## src/rtl/state_fork.sv

```systemverilog
// state_fork: duplicates one valid/ready state stream onto two branches
// (State0 = forward input, State1 = training input). A beat retires once
// every branch enabled by its latched mode has handshaked. BURST="yes"
// adds a one-entry skid so upstream ready is a pure register output and
// the fork sustains one beat per cycle.
module state_fork #(
    parameter int unsigned NP    = 8,
    parameter int unsigned WF    = 5,
    parameter string       BURST = "yes"
) (
    input  logic               iCLK,
    input  logic               iRST,
    input  logic               iMode,
    input  logic               iValid_AM_State,
    output logic               oReady_AM_State,
    input  logic [NP*WF-1:0]   iData_AM_State,
    output logic               oValid_BM_State0,
    input  logic               iReady_BM_State0,
    output logic [NP*WF-1:0]   oData_BM_State0,
    output logic               oValid_BM_State1,
    input  logic               iReady_BM_State1,
    output logic [NP*WF-1:0]   oData_BM_State1
);

    localparam bit BURST_EN = (BURST == "yes");

    // main stage
    logic [NP*WF-1:0] data_reg, data_next;
    logic             pend0, pend0_next;
    logic             pend1, pend1_next;

    // skid stage (held at reset values when BURST_EN is 0)
    logic [NP*WF-1:0] skid_data, skid_data_next;
    logic             skid_mode, skid_mode_next;
    logic             skid_v, skid_v_next;

    logic c0, c1, free, acc, ready;

    assign c0    = pend0 & iReady_BM_State0;
    assign c1    = pend1 & iReady_BM_State1;
    assign free  = (~pend0 | c0) & (~pend1 | c1);
    assign ready = BURST_EN ? ~skid_v : (~pend0 & ~pend1);
    assign acc   = iValid_AM_State & ready;

    assign oReady_AM_State  = ready;
    assign oValid_BM_State0 = pend0;
    assign oValid_BM_State1 = pend1;
    assign oData_BM_State0  = data_reg;
    assign oData_BM_State1  = data_reg;

    // Next-state: pending bits drop on their own handshake; a reload sets
    // both afresh (pend1 from the beat's latched mode). The skid entry is
    // drained into the main stage before any direct load, keeping FIFO order.
    always_comb begin
        data_next      = data_reg;
        pend0_next     = pend0 & ~c0;
        pend1_next     = pend1 & ~c1;
        skid_data_next = skid_data;
        skid_mode_next = skid_mode;
        skid_v_next    = skid_v;
        if (BURST_EN) begin
            if (free && skid_v) begin
                data_next  = skid_data;
                pend0_next = 1'b1;
                pend1_next = skid_mode;
                if (acc) begin
                    skid_data_next = iData_AM_State;
                    skid_mode_next = iMode;
                end else begin
                    skid_v_next = 1'b0;
                end
            end else if (free && acc) begin
                data_next  = iData_AM_State;
                pend0_next = 1'b1;
                pend1_next = iMode;
            end else if (acc) begin
                skid_data_next = iData_AM_State;
                skid_mode_next = iMode;
                skid_v_next    = 1'b1;
            end
        end else if (acc) begin
            data_next  = iData_AM_State;
            pend0_next = 1'b1;
            pend1_next = iMode;
        end
    end

    // State registers with synchronous reset; reset discards all held beats.
    always_ff @(posedge iCLK) begin
        if (iRST) begin
            data_reg  <= '0;
            pend0     <= 1'b0;
            pend1     <= 1'b0;
            skid_data <= '0;
            skid_mode <= 1'b0;
            skid_v    <= 1'b0;
        end else begin
            data_reg  <= data_next;
            pend0     <= pend0_next;
            pend1     <= pend1_next;
            skid_data <= skid_data_next;
            skid_mode <= skid_mode_next;
            skid_v    <= skid_v_next;
        end
    end

endmodule

```

## config.mk

```make
export PLATFORM = sky130hd
export DESIGN_NAME = state_fork
export DESIGN_NICKNAME = d
export VERILOG_FILES = /design/src/rtl/state_fork.sv
export SDC_FILE = /design/constraint.sdc
export NUM_CORES = 1
export LEC_CHECK = 0
export CAP_MARGIN = 10
export CORE_MARGIN = 4
export CORE_UTILIZATION = 50
export DETAILED_ROUTE_END_ITERATION = 6
export PLACE_DENSITY = 0.85
export SYNTH_ARGS = -nofsm -noshare
export SYNTH_HDL_FRONTEND = slang
export SYNTH_SLANG_ARGS = --single-unit
```

## constraint.sdc

```tcl
create_clock -name iCLK -period 2.5 [get_ports iCLK]
set_input_delay 0.5 -clock iCLK [delete_from_list [all_inputs] [get_ports iCLK]]
set_output_delay 0.5 -clock iCLK [all_outputs]
set_load 0.01 [all_outputs]
```

==> metrics.cfg <==
[critical_path]
r2r_slack_ns = 0.93
reg2reg_depth = 4
endpoint = oReady_AM_State
worstReg2RegEnd = skid_data[18]
critPathKind = register to output pin
critPathMaxFanout = 3
end_kind = output pin
timing.rr.start = oValid_BM_State0
crit_arrival_ns = 1.32
required_ns = 2.00
crit_path_start_kind = register
critPathLaunch = skid_v

[timing]
worst_pin_slew_ns = 0.688
drv_slew = 0
period_minus_slack_ns = 1.82
clock.fmax_mhz = 548
final-setup-viol-count = 0
slew_headroom_pct = 54.1
fin_tns_setup_ns = 0
fin_skew_ns = 0.00866
hold_viol_final = 0
finalCritPeriodShare_pct = 73.0
rsz0062_at_grt = false

[run]
max_cap_violations = 0

[power]
p_sw_share_pct = 24.5
vdd_drop_max_mv = 0.341
p_sw_w = 0.000745
p_per_area_nw_per_um2 = 577
pwr-share-clk_pct = 33.2
pwr-share-seq_pct = 48.1
power_w = 0.00304
combPwrFrac_pct = 18.7
p_int_w = 0.00229
leakage_nw = 1.91

[floorplanning]
die_y_um = 98.3
start_util_pct = 52.0
die_area_um2 = 9670
core_region_area_um2 = 7850
pin_count = 129
die_w_um = 98.3
rows = 32

[detailed_routing]
antenna_left = 0
first_iter_violations = 148
vias_per_cell = 5.08
vias = 3244
post_drt_wl_per_cell_um = 14.1
dr.pass1.iters = 4
wirelength_um = 9040
drc = 0

[logic_synthesis]
synth_nets = 506
yosysTopAreaCell = dfxtp_1
synth_seq_area_share_pct = 41.2
synth_top_area_share_pct = 41.2
ys_ff_latch = 84
yosys_warnings = 0
ys_types = 21
avgSynthCellArea_um2 = 8.87
synth.area.top_cells = dfxtp_1, nand2b_1, mux2i_1, a22o_1, nand2_1
syn-cell-area_um2 = 4080
syn_inst = 460

[clock_network]
ctsHtreeMaxLevel = 3
cts_resized = 0
ctsHoldBuffers = 0
path_clk_slew_ns = 0.08
postCtsSetupBuffers = 0
worstSkewPairLatency_ns = 0.34
root_buffer = clkbuf_8
cts_max_path_buffers = 2
numCtsBuffers = 9
clkSinkCount = 84
cts_tree = done

[worst_hold_path]
hold_class = register to register

[layout]
regArea_um2 = 1680
final_nets = 579
area_growth_pct = 28.9
multiInputGateArea_um2 = 1890
fillers = 653
stdcell_count = 639
diodes = 0
final_layout_size_suffix_gt1_share_pct = 5.77

[placed_design]
gp_congestion = 0.778
hpwl_um = 6290
io_buffers = 128
dpl.cell_count = 624

[global_routing]
antenna_found_initial = 0
grt_pass1_wl_um = 15200
grt_use_total_pct = 18.7
grt_max_degree = 84
grt-ovfl-total = 0
grt_pass1_vias = 3152

[run_status]
status = finished clean

through the flow:
| step | worst slack (ns) | utilization, % | instance area (µm²) | hold WS, ns |
|---|---|---|---|---|
| after floorplan | 1.02 | - | 4080 | 0.449 |
| after global placement | 0.419 | 64.4 | 5050 | 0.457 |
| after detailed placement | 0.351 | 64.4 | 5050 | 0.466 |
| after CTS | 0.663 | 67.0 | 5260 | 0.477 |
| after global routing | 0.609 | 67.0 | 5260 | 0.498 |
| final | 0.675 | 67.0 | 5260 | 0.474 |
worst max-delay path, stage by stage (launching register included):
cell and delay (ns):
dfxtp_2 0.33, inv_1 0.11, clkdlybuf4s50_1 0.55
cell usage in the layout, fill, tap and decap left out:
master	Yosys	final
a211oi_1	1	1
a21o_1	1	1
a21oi_1	2	2
a22o_1	40	40
a31oi_4	1	1
buf_2	3	2
buf_4	40	10
bufinv_16	0	2
clkbuf_1	24	1
clkbuf_8	0	9
clkdlybuf4s50_1	0	126
clkinv_2	0	2
clkinvlp_4	0	1
dfxtp_1	84	83
dfxtp_2	0	1
inv_1	1	1
mux2i_1	41	41
nand2_1	81	81
nand2b_1	84	84
nand3b_1	1	1
nor2_1	2	2
nor2b_1	2	2
nor3_2	0	1
o211a_2	0	1
o21ai_0	40	40
or2_4	1	1
cell usage after synthesis, drive strengths merged:
master   n
a211oi   1
a21o     1
a21oi    2
a22o    40
a31oi    1
buf     52
clkbuf  24
dfxtp   84
inv      1
mux2i   41
nand2   81
nand2b  84
nand3b   1
nor2     2
nor2b    2
nor3     1
o211a    1
o21ai   40
or2      1
worst min path at each step:
stage             startpoint            end  depth (start not counted)
2_1_floorplan   skid_data[0]   skid_data[0]                          2
3_3_place_gp   skid_data[23]  skid_data[23]                          2
3_5_place_dp   skid_data[17]  skid_data[17]                          2
4_1_cts        skid_data[17]  skid_data[17]                          2
5_1_grt        skid_data[24]  skid_data[24]                          2
6_report       skid_data[17]  skid_data[17]                          2
per-layer routing:
| metal | GRT usage, % | wire length, µm | share of wire [%] |
|---|---|---|---|
| met1 | 24.5 | 4130 | 46 |
| met2 | 31.1 | 4250 | 47 |
| met3 | 4.43 | 606 | 6.7 |
| met4 | 4.73 | 51 | 0.56 |
| met5 | 0 | 0 | 0 |
sequential cells by signal (all words and copies together) (netlist names):
signal            flops
oData_BM_State0      40
skid_mode             1
skid_v                1
oValid_BM_State1      1
oValid_BM_State0      1
skid_data            40
power groups by stage:
stage	clock network (W)	registers (W)	logic, W
4_1_cts	0.00103	0.00146	0.000574
2_1_floorplan	0	0.00151	0.000311
3_3_place_gp	0	0.00149	0.000561
3_5_place_dp	0	0.00149	0.000571
6_report	0.00101	0.00146	0.000568
5_1_grt	0.00109	0.00147	0.000612
logic make-up after synthesis:
group | count (synthesis) | synth area share, %
simple gates | 172 | 21.3
compound gates | 86 | 14.9
flops | 84 | 41.2
buf+inv | 77 | 12.5
mux | 41 | 10.1
final cells by class:
class / count / share of cell area [%]
Sequential cell: 84 / 32.0
Tap cell: 102 / 2.43
Clock inverter: 5 / 1.48
Inverter: 1 / 0.0714
Clock buffer: 10 / 2.43
Timing Repair Buffer: 138 / 25.6
Multi-Input combinational cell: 299 / 36.0
(Power assumes the default switching activity.)
